--- src/rtl/pb_cmd_arbiter.sv ---
// Push-button command arbiter: classifies debounced presses as SHORT/LONG per channel,
// buffers one event per channel and round-robin issues them on a valid/ready stream.
// Optional auto-repeat of LONG events while held: define PB_AUTOREPEAT_EN.
module pb_cmd_arbiter #(
    parameter int unsigned N_PB       = 4,
    parameter int unsigned LONG_CYC   = 1000,
    parameter int unsigned REPEAT_CYC = 250,
    parameter int unsigned CNT_W      = 16
) (
    input  logic            i_clk,
    input  logic            i_reset,
    input  logic [N_PB-1:0] i_pb_state,
    input  logic [N_PB-1:0] i_pb_down,
    input  logic [N_PB-1:0] i_pb_up,
    output logic            o_cmd_valid,
    input  logic            i_cmd_ready,
    output logic [2:0]      o_cmd_id,
    output logic            o_cmd_long,
    output logic [7:0]      o_drop_cnt,
    output logic [7:0]      o_debug
);

    typedef enum logic [1:0] {TrkIdle, TrkHeld, TrkLongSent} trk_e;
    typedef enum logic [1:0] {ArbIdle, ArbSend} arb_e;

    logic [N_PB-1:0] post, post_long;
    logic [N_PB-1:0] pend_q, pend_d, pend_long_q, pend_long_d;
    logic [N_PB-1:0] grant, keep, accept, drop, lsel, rot;
    logic [7:0]      drop_cnt_q, drop_cnt_d;
    logic [8:0]      drop_sum;
    arb_e            fsm_q, fsm_d;
    logic [2:0]      rr_ptr_q, rr_ptr_d, cmd_id_q, cmd_id_d, pick;
    logic            cmd_valid_q, cmd_valid_d, cmd_long_q, cmd_long_d, found;
    int unsigned     idx;

    // Level input only qualifies debug externally; keep it visibly consumed.
    logic unused_sig;
    assign unused_sig = ^{i_pb_state, REPEAT_CYC};

    for (genvar g = 0; g < N_PB; g++) begin : g_trk
        trk_e             trk_q, trk_d;
        logic [CNT_W-1:0] cnt_q, cnt_d;
        logic             post_c, long_c;

        // Per-channel press tracker: decides when a SHORT or LONG event is posted.
        always_comb begin
            trk_d  = trk_q;
            cnt_d  = cnt_q;
            post_c = 1'b0;
            long_c = 1'b0;
            if (i_pb_down[g] && i_pb_up[g]) begin
                // Glitch-short press seen as a single cycle.
                post_c = 1'b1;
                trk_d  = TrkIdle;
                cnt_d  = '0;
            end else if (i_pb_down[g]) begin
                trk_d = TrkHeld;
                cnt_d = '0;
            end else begin
                case (trk_q)
                    TrkHeld: begin
                        if (i_pb_up[g]) begin
                            post_c = 1'b1;
                            trk_d  = TrkIdle;
                        end else if (cnt_q == CNT_W'(LONG_CYC - 1)) begin
                            post_c = 1'b1;
                            long_c = 1'b1;
                            trk_d  = TrkLongSent;
                            cnt_d  = '0;
                        end else begin
                            cnt_d = cnt_q + CNT_W'(1);
                        end
                    end
                    TrkLongSent: begin
                        if (i_pb_up[g]) begin
                            trk_d = TrkIdle;
                        end else begin
`ifdef PB_AUTOREPEAT_EN
                            if (cnt_q == CNT_W'(REPEAT_CYC - 1)) begin
                                post_c = 1'b1;
                                long_c = 1'b1;
                                cnt_d  = '0;
                            end else begin
                                cnt_d = cnt_q + CNT_W'(1);
                            end
`endif
                        end
                    end
                    default: ;
                endcase
            end
        end

        // Tracker state and hold counter.
        always_ff @(posedge i_clk or posedge i_reset) begin
            if (i_reset) begin
                trk_q <= TrkIdle;
                cnt_q <= '0;
            end else begin
                trk_q <= trk_d;
                cnt_q <= cnt_d;
            end
        end

        assign post[g]      = post_c;
        assign post_long[g] = long_c;
    end

    // Round-robin search for the first pending slot starting at rr_ptr.
    always_comb begin
        pick  = '0;
        found = 1'b0;
        idx   = 0;
        rot   = '0;
        for (int unsigned i = 0; i < N_PB; i++) begin
            idx = (32'(rr_ptr_q) + i) % N_PB;
            rot = pend_q >> idx;
            if (!found && rot[0]) begin
                found = 1'b1;
                pick  = 3'(idx);
            end
        end
    end

    // Arbiter FSM: load a command in IDLE, hold it in SEND until accepted.
    always_comb begin
        fsm_d       = fsm_q;
        cmd_valid_d = cmd_valid_q;
        cmd_id_d    = cmd_id_q;
        cmd_long_d  = cmd_long_q;
        rr_ptr_d    = rr_ptr_q;
        grant       = '0;
        lsel        = '0;
        case (fsm_q)
            ArbIdle: begin
                if (found) begin
                    grant       = N_PB'(1) << pick;
                    lsel        = pend_long_q >> pick;
                    cmd_valid_d = 1'b1;
                    cmd_id_d    = pick;
                    cmd_long_d  = lsel[0];
                    rr_ptr_d    = (pick == 3'(N_PB - 1)) ? 3'd0 : pick + 3'd1;
                    fsm_d       = ArbSend;
                end
            end
            ArbSend: begin
                if (i_cmd_ready) begin
                    cmd_valid_d = 1'b0;
                    fsm_d       = ArbIdle;
                end
            end
            default: fsm_d = ArbIdle;
        endcase
    end

    // Pending slots: a grant frees the slot in the same cycle a new post may refill it.
    always_comb begin
        keep        = pend_q & ~grant;
        accept      = post & ~keep;
        drop        = post & keep;
        pend_d      = keep | post;
        pend_long_d = (pend_long_q & ~accept) | (post_long & accept);
        drop_sum    = 9'(drop_cnt_q) + 9'($countones(drop));
        drop_cnt_d  = (drop_sum > 9'd255) ? 8'd255 : drop_sum[7:0];
    end

    // Arbiter, slot and drop-counter state.
    always_ff @(posedge i_clk or posedge i_reset) begin
        if (i_reset) begin
            fsm_q       <= ArbIdle;
            cmd_valid_q <= 1'b0;
            cmd_id_q    <= '0;
            cmd_long_q  <= 1'b0;
            rr_ptr_q    <= '0;
            pend_q      <= '0;
            pend_long_q <= '0;
            drop_cnt_q  <= '0;
        end else begin
            fsm_q       <= fsm_d;
            cmd_valid_q <= cmd_valid_d;
            cmd_id_q    <= cmd_id_d;
            cmd_long_q  <= cmd_long_d;
            rr_ptr_q    <= rr_ptr_d;
            pend_q      <= pend_d;
            pend_long_q <= pend_long_d;
            drop_cnt_q  <= drop_cnt_d;
        end
    end

    assign o_cmd_valid = cmd_valid_q;
    assign o_cmd_id    = cmd_id_q;
    assign o_cmd_long  = cmd_long_q;
    assign o_drop_cnt  = drop_cnt_q;
    assign o_debug     = {fsm_q, rr_ptr_q, cmd_valid_q, |pend_q, i_cmd_ready};

endmodule

--- config.mk ---
export PLATFORM = sky130hd
export DESIGN_NAME = pb_cmd_arbiter
export DESIGN_NICKNAME = d
export VERILOG_FILES = /design/src/rtl/pb_cmd_arbiter.sv
export SDC_FILE = /design/constraint.sdc
export NUM_CORES = 1
export LEC_CHECK = 0
export ABC_AREA = 1
export CAP_MARGIN = 25
export CORE_UTILIZATION = 40
export CTS_CLUSTER_SIZE = 20
export DETAILED_ROUTE_END_ITERATION = 8
export SLEW_MARGIN = 15
export SYNTH_ARGS = -nofsm -noshare
export SYNTH_HDL_FRONTEND = slang
export SYNTH_SLANG_ARGS = --single-unit
--- constraint.sdc ---
create_clock -name i_clk -period 3.4 [get_ports i_clk]
set_clock_uncertainty 0.15 [all_clocks]
set_input_delay 0.51 -clock i_clk [delete_from_list [all_inputs] [get_ports i_clk]]
set_output_delay 0.51 -clock i_clk [all_outputs]
set_load 0.01 [all_outputs]
; Yosys cells after proc, flatten, opt, wreduce, memory -nomap -nowiden
; Cells that the tools add are included.
[totals]
regBits = 98
out_inout_bits = 21
wordCells = 203
[classes]
addsub = 12
n_lt_le_gt_ge = 1
n_eq_ne = 28
n_shift = 6
muxes = 98
bitwise_logic = 10
reduce_logical = 32
[op_table]
columns = cell, n
row1 = $mux W16, 20
row2 = $add A16 B1 Y16 const B, 4
row3 = $eq A16 B10 Y1 const B, 4
row4 = $mux W2, 23
row5 = $mux W1, 42
row6 = $and A4 B4 Y4, 5
row7 = $ne A5 B5 Y1 const B, 4
row8 = $pmux W2 S2, 5
row9 = $ne A4 B4 Y1 const B, 4
row10 = $reduce_bool A4 Y1, 4
row11 = $shr A4 B2 Y1, 4
row12 = $reduce_and A3 Y1, 5
row13 = $mux W3, 4
row14 = $ne A3 B2 Y1 const B, 4
row15 = $not A4 Y4, 3
row16 = $reduce_and A2 Y1, 6
row17 = $reduce_bool A3 Y1, 4
row18 = $eq A2 B1 Y1 const B, 5
row19 = $add A8 B3 Y9, 1
row20 = $gt A9 B8 Y1 const B, 1
row21 = $eq A2 B2 Y1 const B, 4
row22 = $mux W4, 2
row23 = $mux W8, 1
row24 = $or A4 B4 Y4, 2
row25 = 15 further kinds, 26

; Logic depth before layout (Yosys ltp)
; Gate-level depths: netlist of the first run.
[depth]
ltp_word = 22
mapped_depth = 25
ltp_nobuf = 25

; Worst setup path before layout of the first run
; OpenSTA, ideal clock, no wires.
[synth_timing]
path_type = register -> register
startpoint = register rr_ptr_q[0]
endpoint = register drop_cnt_q[2] (netlist: o_drop_cnt[2])
setup_ps = 83
t_arrival_ps = 3526
path_slack_ps = -359
stages_incl_launch_ff = 25
cell_sequence = dfrtp_1 -> buf_4 -> nand2_1 -> nand2_2 -> nand2_1 -> nand2_1 -> nor2_2 -> nand3_1 -> nand3_1 -> nand2_2 -> ha_1 -> a21oi_1 -> nand3_1 -> fa_1 -> fa_1 -> inv_1 -> fa_1 -> nand2_1 -> nor2_1 -> inv_1 -> nor2_1 -> nand2_1 -> nor2_1 -> nand2_1 -> o21ai_0
[synth_between]
elab_chain_len = 22
[synth_lines]
columns = element, line_no
row1 = from (decl), 32  ; logic [2:0] rr_ptr_q, rr_ptr_d, cmd_id_q, cmd_id_d, pick;
row2 = from (signal assigned), 183  ; rr_ptr_q <= rr_ptr_d;
row3 = branches (longest 12 deep; another with $add A2 B1 Y2), n/a
row4 = $mux W4 *, 136  ; if (found) begin
row5 = $mux W4 *, 134  ; case (fsm_q)
row6 = $not A4 Y4 *, 158  ; keep = pend_q & ~grant;
row7 = $and A4 B4 Y4 *, 158
row8 = $and A4 B4 Y4 *, 160  ; drop = post & keep;
row9 = $add A1 B1 Y2 (implied by the code), 163  ; drop_sum = 9'(drop_cnt_q) + 9'($countones(drop));
row10 = $add A2 B2 Y3 (implied by the code) *, 163
row11 = $add A8 B3 Y9 *, 163
row12 = $gt A9 B8 Y1, 164  ; drop_cnt_d = (drop_sum > 9'd255) ? 8'd255 : drop_sum[7:0];
row13 = $mux W8 *, 164
row14 = named net drop_cnt_d[2], 29  ; logic [7:0] drop_cnt_q, drop_cnt_d;
row15 = to (signal assigned), 186  ; drop_cnt_q <= drop_cnt_d;
row16 = to (decl), 29
; Mark *: on every way through the listed nets, which the timed path passes.
; A chain may end at the register's enable or synchronous reset.

; Final worst setup path of the first run
[layout_timing]
startpoint = register rr_ptr_q[0]
endpoint = register drop_cnt_q[4] (netlist: o_drop_cnt[4])
; Same word-level chain as after synthesis.

==> impl_metrics.json, run 1 <==
{
  "die_y_um": 120,
  "ys_seq_area_frac": 0.425,
  "cts_tree": "done",
  "worstMarginPinSlew_ps": 526,
  "p_leak_uw": 0.00325,
  "clk_pin_slew_ps": 60,
  "grt_pass1_wl_um": 21700,
  "clock_sinks": 94,
  "hold_violations": 0,
  "seqCellArea_um2": 2350,
  "end_kind": "flop",
  "syn_area_um2": 5530,
  "yosys-top-cells-area": "dfrtp_1 43%, nand2_1 10%, inv_1 7.3%",
  "synth_compound_area_frac": 0.128,
  "die_w_um": 120,
  "io_buffers": 28,
  "boundaryPins": 36,
  "initial_core_util": 0.414,
  "synth_flop_cell": "dfrtp_1",
  "ys_warn_count": 0,
  "n_antenna_cell": 0,
  "synthArstFlopShare": 1.00,
  "synth-adder-area-share": 0.0448,
  "synthMuxAreaShare": 0,
  "area_delta_synth_final_pct": 26.7,
  "fin_area_um2": 7000,
  "yosys.area_share.simple": 0.275,
  "period_share": 1.12,
  "vias": 4988,
  "crit_type": "flop to flop",
  "period_minus_slack_ps": 3810,
  "post-route-drc-count": 0,
  "yosys_register_bits": 94,
  "setup-tns-final_ps": -3170,
  "post_drt_via_cell_ratio": 5.02,
  "grt_pass1_vias": 4878,
  "synth_top_family_by_area": "simple AND/OR/NAND/NOR gates",
  "yosysTopAreaCellShare": 0.425,
  "rsz0062_at_grt": "yes",
  "drive_gt1_frac": 0.215,
  "p_per_area_nw_per_um2": 650,
  "fin_nets": 847,
  "dp_cells": 962,
  "holdWs_ps": 333,
  "cts-buffers-inserted": 9,
  "ctsHtreeMaxLevel": 3,
  "status": "finished, violations left",
  "ir_worst_vdd_mv": 0.338,
  "layoutNonFillerInstCount": 993,
  "fillers": 1281,
  "grt_overflow_total": 0,
  "cts_hold_buf": 0,
  "grt_use_total": 0.188,
  "setup_viol_count_final": 8,
  "rows": 42,
  "synth_area_leader_cell": "dfrtp_1",
  "arrival_ps": 3940,
  "dieArea_um2": 14300,
  "coreArea_um2": 13300,
  "synth_edf_count": 0,
  "timing.fmax_mhz": 263,
  "maxSlewHeadroom": 0.649,
  "fin_util": 0.525,
  "clock_latency_ps": 350,
  "cap_violations": 0,
  "avgSynthCellArea_um2": 7.80,
  "antenna_found_initial": 0,
  "place.gp.congestion": 0.871,
  "clockBufferDepth": 2,
  "critPathLaunchType": "flop",
  "dp_hpwl_um": 9130,
  "fin_ws_ps": -408,
  "synthXorXnorAreaFrac": 0.0301,
  "hold_class": "flop to flop",
  "totalWireLength_um": 12600,
  "clock-root-buffer": "clkbuf_16",
  "antenna_left": 0,
  "grt_max_degree": 55,
  "routedWlPerCell_um": 12.7,
  "syn_inst": 709,
  "drtIter0Drc": 261,
  "crit_fanout": 7,
  "drt_pass1_iterations": 5,
  "worstPathRequired_ps": 3540,
  "drv_slew": 0,
  "ys_types": 43,
  "postPlaceCellArea_um2": 6460,
  "multiInputGateArea_um2": 2830,
  "violations": "negative setup slack"
}
## stage by stage
stage / setup slack, ps / power [µW]
floorplan: -213 / 2440
global placement: -386 / 3140
detailed placement: -494 / 3200
CTS: -333 / 4450
global route: -639 / 4890
finish: -408 / 4550
## flip-flops by register name, summed over array words and instances (netlist names)
signal	cells
o_drop_cnt	8
o_cmd_long	1
rr_ptr_q	2
pend_q	4
pend_long_q	4
g_trk.cnt_q	64
fsm_q	1
o_cmd_id	2
g_trk.trk_q	8
## worst max-delay path, stage by stage, from the launching register on
cell,delay [ps]
dfrtp_2,460
clkinvlp_4,160
nand2_1,80
nand2_1,70
nand2_2,80
nand2_2,70
nor2_4,110
nand3_2,80
nand3_2,90
nand2_4,80
ha_4,180
a21oi_4,130
nand3_2,110
fa_1,510
fa_2,350
inv_2,80
fa_2,210
nand2_2,50
nor2_1,80
inv_1,70
nor2_2,140
nand2_2,90
nor2_4,150
nand2_4,100
o21ai_1,80
## Yosys cell counts (all sizes together) (2+ instances only)
| cell type | instances |
|---|---|
| nand2 | 160 |
| inv | 122 |
| dfrtp | 94 |
| o21ai | 59 |
| nor2 | 57 |
| nand3 | 55 |
| a21oi | 25 |
| nand4 | 20 |
| o22ai | 20 |
| nor3 | 18 |
| xor2 | 16 |
| ha | 15 |
| buf | 8 |
| nor4 | 5 |
| a22o | 4 |
| o31ai | 4 |
| a22oi | 3 |
| fa | 3 |
| xnor2 | 3 |
| a221oi | 2 |
| clkbuf | 2 |
| nor3b | 2 |
| o21a | 2 |
| or2 | 2 |
## metal layers
metal  up-vias  track usage  part of all wire
li1       2537            -                 -
met1      2370        0.230              0.45
met2        64        0.317              0.50
met3        17       0.0504             0.029
met4         0       0.0688             0.014
met5         -            0                 0
## report_power, final
part / internal, µW / leakage [µW] / switching, µW / total (µW)
Sequential: 1280 / 0.00125 / 143 / 1420
Clock: 547 / 0.000138 / 418 / 965
Combinational: 1060 / 0.00187 / 1100 / 2170
## placed cells by master (no fill, tap or decap), drive strengths merged, types with 5 or more instances in the layout
master         count
inv              122
buf               73
nand3             55
xor2              16
o22ai             20
clkdlybuf4s50     28
ha                15
dfrtp             94
nor2              57
o21ai             59
nor3              18
nand2            160
nor4               5
nand4             20
a21oi             25
clkbuf            13
## layout make-up
class                      count  share of cell area
timing repair buffer         101               0.121
sequential                    94               0.336
multi-input combinational    484               0.404
clock inverter                 1            0.000715
inverter                     123              0.0666
timing repair inverter         1             0.00107
clock buffer                  13              0.0386
tap                          176              0.0314
## kinds of logic (layout without fill, tap and decap cells)
family | Yosys count | after routing
other | 1 | 3
XOR/XNOR | 19 | 19
adder cells (fa/ha/maj) | 18 | 18
AND/OR/NAND/NOR | 320 | 320
AO/OA/AOI/OAI | 124 | 124
flip-flops | 94 | 94
buffers and inverters | 133 | 239
## path summary, 6_finish.rpt
kind / slack (ps) / cells after the start / from / to
min in group asynchronous: 410 / 2 / i_reset / g_trk[0].cnt_q[11]$_DFFE_PP0P_
max in group asynchronous: 2010 / 3 / i_reset / rr_ptr_q[1]$_DFFE_PP0P_
max reg2reg: -410 / 24 / rr_ptr_q[0]$_DFFE_PP0P_ / o_drop_cnt[4]$_DFF_PP0_
min: 330 / 2 / o_cmd_long$_DFFE_PP0P_ / o_cmd_long$_DFFE_PP0P_
max: -410 / 24 / rr_ptr_q[0]$_DFFE_PP0P_ / o_drop_cnt[4]$_DFF_PP0_
min reg2reg: 330 / 2 / o_cmd_long$_DFFE_PP0P_ / o_cmd_long$_DFFE_PP0P_
## what timing repair did
item | 4_1_cts | 5_1_grt
buffers inserted | 12 | 4
pin swaps | 11 | 7
gates cloned | 1 | 0
resized for setup | 28 | 13
setup endpoints to repair | 8 | 8
hold endpoints to repair | 0 | 0
No activity file was read; power rests on OpenSTA's default activity.
==> run 2: changes to the inputs <==
Settings changed: GPL_TIMING_DRIVEN set to 1, TNS_END_PERCENT set to 5.
==> impl_metrics.json, run 2 (same netlist as run 1, synthesis figures left out) <==
{
  "status": "finished, violations left",
  "violations": "negative setup slack",
  "routedWlPerCell_um": 12.8,
  "switching_share": 0.359,
  "final_cell_mix": "145 x nand2_1, 105 x inv_1, 93 x dfrtp_1",
  "ir_worst_vdd_mv": 0.445,
  "clock_sinks": 94,
  "fillers": 1293,
  "combPwrFrac": 0.441,
  "p_leak_uw": 0.00318,
  "layout_commonest_cell": "nand2_1",
  "rsz0062_at_grt": "yes",
  "vias": 4928,
  "coreArea_um2": 13300,
  "place.gp.congestion": 0.885,
  "largest_reg_flops": 64,
  "dp_hpwl_um": 8890,
  "crit_type": "flop to flop",
  "switchingPower_uw": 1610,
  "cap_violations": 0,
  "pre_cts_ws_ps": -469,
  "drive_gt1_frac": 0.180,
  "post-route-drc-count": 0,
  "initial_core_util": 0.414,
  "reg2reg_slack_ps": -420,
  "worstPathRequired_ps": 3530,
  "boundaryPins": 36,
  "grt_use_total": 0.192,
  "period_minus_slack_ps": 3820,
  "grt_overflow_total": 0,
  "clock-root-buffer": "clkbuf_16",
  "crit_fanout": 4,
  "maxSlewHeadroom": 0.650,
  "dieArea_um2": 14300,
  "p_per_area_nw_per_um2": 652,
  "seqPwrFrac": 0.315,
  "hold_violations": 0,
  "fin_util": 0.516,
  "top_register": "g_trk.cnt_q",
  "die_y_um": 120,
  "grt_pass1_vias": 5051,
  "setup_viol_count_final": 8,
  "die_w_um": 120,
  "timing.fmax_mhz": 262,
  "period_share": 1.12,
  "drv_slew": 0,
  "clk_pin_slew_ps": 60,
  "cts_tree": "done",
  "end_kind": "flop",
  "p_clk_frac": 0.244,
  "critPathLaunchType": "flop",
  "drt_pass1_iterations": 5,
  "grt_pass1_wl_um": 22200,
  "rows": 42,
  "cts-buffers-inserted": 9,
  "fin_ws_ps": -420,
  "arrival_ps": 3950,
  "antenna_found_initial": 0,
  "n_antenna_cell": 0,
  "totalWireLength_um": 12600,
  "grt_max_degree": 95,
  "total_power_uw": 4490,
  "ctsHtreeMaxLevel": 3,
  "seqCellArea_um2": 2350,
  "fin_nets": 832,
  "hold_class": "flop to flop",
  "io_buffers": 28,
  "drtIter0Drc": 233,
  "clock_latency_ps": 360,
  "area_delta_synth_final_pct": 24.5,
  "post_drt_via_cell_ratio": 5.03,
  "multiInputGateArea_um2": 2760,
  "antenna_left": 0,
  "worstMarginPinSlew_ps": 525,
  "power.internal_uw": 2880,
  "clockBufferDepth": 2
}
[run 2: cell types whose count changed in the layout (fill, tap and decap cells not counted), sizes merged]
cell	delta
buf	-15
bufinv	+2
clkinv	+2
clkbuf	-1
inv	-1
[run 2: power by group through the flow]
stage | logic, µW | registers [µW] | clock network [µW]
after floorplan | 952 | 1430 | 0
after global placement | 1690 | 1410 | 0
after detailed placement | 1730 | 1420 | 0
after CTS | 1950 | 1410 | 1130
after global routing | 2230 | 1430 | 1170
final | 1980 | 1410 | 1100
[run 2: area by class of cell]
type	instances	area share
Clock buffer	12	0.0358
Multi-Input combinational cell	484	0.401
Tap cell	176	0.0320
Timing Repair inverter	1	0.00109
Clock inverter	4	0.0102
Inverter	123	0.0672
Timing Repair Buffer	86	0.111
Sequential cell	94	0.342
[run 2: metal layers]
| metal | vias to the layer above | wire (µm) | track usage |
|---|---|---|---|
| met4 | 0 | 160 | 0.0586 |
| li1 | 2500 | - | - |
| met5 | - | 0 | 0 |
| met2 | 54 | 6340 | 0.339 |
| met1 | 2363 | 5670 | 0.228 |
| met3 | 11 | 385 | 0.0485 |
[run 2: timing repair]
action                                  in CTS  in global routing
buffers inserted                             5                  0
endpoints found under the setup margin       8                  8
endpoints found under the hold margin        0                  0
gates cloned                                 2                  0
pin swaps                                   22                  2
gates resized for setup                     22                  3
hold buffers                                 0                  0
[run 2: critical path: stages, from the launching register on]
cell	delay (ps)
dfrtp_2	460
buf_6	130
clkinvlp_4	90
nand2_1	90
nand2_1	70
nand2_2	70
nand2_2	60
nor2_4	110
nand3_2	80
nand3_2	100
nand2_4	70
ha_4	170
a21oi_4	160
nand3_2	90
fa_1	570
fa_2	200
inv_2	40
fa_2	340
nand2_2	70
nor2_1	40
inv_1	70
nor2_2	50
buf_4	120
buf_4	120
buf_4	120
o21ai_1	110
[run 2: path summary, 6_finish.rpt]
kind | start | end | cells past startpoint
worst max-delay path | rr_ptr_q[0]$_DFFE_PP0P_ | o_drop_cnt[4]$_DFF_PP0_ | 25
max in group asynchronous | i_reset | rr_ptr_q[0]$_DFFE_PP0P_ | 3
worst min-delay path | o_cmd_long$_DFFE_PP0P_ | o_cmd_long$_DFFE_PP0P_ | 2
worst min register to register | o_cmd_long$_DFFE_PP0P_ | o_cmd_long$_DFFE_PP0P_ | 2
min in group asynchronous | i_reset | g_trk[0].cnt_q[1]$_DFFE_PP0P_ | 3
worst max register to register | rr_ptr_q[0]$_DFFE_PP0P_ | o_drop_cnt[4]$_DFF_PP0_ | 25
[run 2: stage by stage]
stage               std cells  setup TNS, ps  cell area, µm²  hold slack (ps)
detailed placement        957          -3600            6400              332
finish                    980          -3230            6880              341
global route              980          -5820            6880              372
floorplan                 711          -1590            5560              309
CTS                       980          -2840            6870              354
global placement          957          -2670            6400              324
==> run 3: changes to the inputs <==
Settings changed: ABC_CLOCK_PERIOD_IN_PS set to 3400, SETUP_SLACK_MARGIN set to 0.3.
==> impl_metrics.json, run 3 (same netlist as run 1, synthesis figures left out) <==
{
  "drv_slew": 0,
  "worstMarginPinSlew_ps": 597,
  "clock-root-buffer": "clkbuf_16",
  "setup_viol_count_final": 8,
  "power.internal_uw": 2710,
  "drive_gt1_frac": 0.193,
  "layout_commonest_cell": "nand2_1",
  "clock_sinks": 94,
  "initial_core_util": 0.414,
  "die_w_um": 120,
  "end_kind": "flop",
  "area_delta_synth_final_pct": 23.7,
  "cap_violations": 0,
  "antenna_left": 0,
  "rows": 42,
  "p_clk_frac": 0.206,
  "status": "finished, violations left",
  "top_register": "g_trk.cnt_q",
  "fin_ws_ps": -293,
  "multiInputGateArea_um2": 2810,
  "cts_tree": "done",
  "dp_hpwl_um": 9170,
  "critPathLaunchType": "flop",
  "period_minus_slack_ps": 3690,
  "p_leak_uw": 0.00316,
  "place.gp.congestion": 0.825,
  "pre_cts_ws_ps": -490,
  "combPwrFrac": 0.467,
  "io_buffers": 28,
  "fin_area_um2": 6840,
  "ctsHtreeMaxLevel": 3,
  "post_drt_via_cell_ratio": 5.03,
  "fin_nets": 833,
  "ir_worst_vdd_mv": 0.326,
  "grt_pass1_wl_um": 21900,
  "clockBufferDepth": 2,
  "coreArea_um2": 13300,
  "boundaryPins": 36,
  "crit_fanout": 5,
  "routedWlPerCell_um": 12.7,
  "timing.fmax_mhz": 271,
  "crit_type": "flop to flop",
  "cts-buffers-inserted": 9,
  "period_share": 1.09,
  "n_antenna_cell": 0,
  "dieArea_um2": 14300,
  "hold_class": "flop to flop",
  "grt_overflow_total": 0,
  "seqCellArea_um2": 2350,
  "grt_use_total": 0.189,
  "cts_hold_buf": 0,
  "grt_pass1_vias": 4979,
  "totalWireLength_um": 12500,
  "arrival_ps": 3810,
  "worstPathRequired_ps": 3520,
  "fillers": 1283,
  "clk_pin_slew_ps": 60,
  "maxSlewHeadroom": 0.601,
  "antenna_found_initial": 0,
  "setup-tns-final_ps": -2090,
  "layoutNonFillerInstCount": 978,
  "vias": 4921,
  "switching_share": 0.372,
  "clock_latency_ps": 350,
  "switchingPower_uw": 1610,
  "largest_reg_flops": 64,
  "hold_violations": 0,
  "drt_pass1_iterations": 4,
  "rsz0062_at_grt": "yes",
  "postPlaceCellArea_um2": 6450,
  "violations": "negative setup slack",
  "die_y_um": 120,
  "grt_max_degree": 45,
  "p_per_area_nw_per_um2": 632,
  "dp_cells": 960,
  "drtIter0Drc": 258,
  "post-route-drc-count": 0,
  "seqPwrFrac": 0.326,
  "final_cell_mix": "136 x nand2_1, 106 x inv_1, 93 x dfrtp_1"
}
==> run 3: changes by cell type in the layout (fill, tap and decap cells not counted), sizes merged <==
cell,previous run,this run
bufinv,2,0
clkinv,4,5
clkbuf,12,10
buf,58,59
==> run 3: critical path, cell delays in order (launching register included) <==
cell and delay [ps]:
dfrtp_2 440, clkinvlp_4 150, nand2_1 80, nand2_1 70, nand2_1 90, nand2_1 70
nand2_2 80, nand2_1 70, nand2_2 80, nand3_4 120, ha_4 190, a21oi_4 120
nand3_2 110, fa_1 480, fa_2 350, inv_2 70, fa_2 200, nand2_2 60
nor2_2 70, inv_1 60, nor2_2 110, nand2_2 80, buf_4 140, inv_1 40
nor2_1 30, o21ai_1 120
==> run 3: repair_timing <==
action                                  CTS  global route
endpoints found under the setup margin    8             8
gates resized for setup                  21            11
pin swaps                                12             2
cloned                                    1             0
setup buffers                             3             1
==> run 3: power by group through the flow <==
| stage | clock network [µW] | logic (µW) | registers, µW |
|---|---|---|---|
| 5_1_grt | 971 | 2250 | 1430 |
| 3_3_place_gp | 0 | 1720 | 1420 |
| 3_5_place_dp | 0 | 1770 | 1420 |
| 6_report | 892 | 2020 | 1410 |
| 2_1_floorplan | 0 | 1010 | 1430 |
| 4_1_cts | 930 | 1940 | 1410 |
==> run 3: stage by stage <==
step                      power [µW]  hold WS [ps]   util
final                           4320           341  0.512
after global routing            4660           364  0.512
after CTS                       4290           356  0.509
after detailed placement        3190           336  0.483
after global placement          3130           330  0.483
after floorplan                 2440           309      -
==> run 3: worst paths after layout <==
kind | start | endpoint | slack, ps | cells after the start
max | rr_ptr_q[0]$_DFFE_PP0P_ | o_drop_cnt[6]$_DFF_PP0_ | -290 | 25
min | o_cmd_long$_DFFE_PP0P_ | o_cmd_long$_DFFE_PP0P_ | 340 | 2
max reg2reg | rr_ptr_q[0]$_DFFE_PP0P_ | o_drop_cnt[6]$_DFF_PP0_ | -290 | 25
min reg2reg | o_cmd_long$_DFFE_PP0P_ | o_cmd_long$_DFFE_PP0P_ | 340 | 2
max in group asynchronous | i_reset | g_trk[2].cnt_q[4]$_DFFE_PP0P_ | 2030 | 3
min in group asynchronous | i_reset | g_trk[0].cnt_q[13]$_DFFE_PP0P_ | 390 | 2
==> run 3: area by class of cell <==
| type | instances | share of cell area |
|---|---|---|
| Inverter | 123 | 0.0677 |
| Timing Repair Buffer | 87 | 0.109 |
| Sequential cell | 94 | 0.344 |
| Tap cell | 176 | 0.0322 |
| Clock inverter | 3 | 0.00219 |
| Timing Repair inverter | 1 | 0.00110 |
| Clock buffer | 10 | 0.0335 |
| Multi-Input combinational cell | 484 | 0.411 |
==> run 3: per-layer routing <==
layer | global-route usage | vias up | share of wire
met3 | 0.0456 | 12 | 0.029
met4 | 0.0586 | 0 | 0.014
met2 | 0.336 | 63 | 0.51
met1 | 0.225 | 2345 | 0.45
li1 | - | 2501 | -
met5 | 0 | - | 0
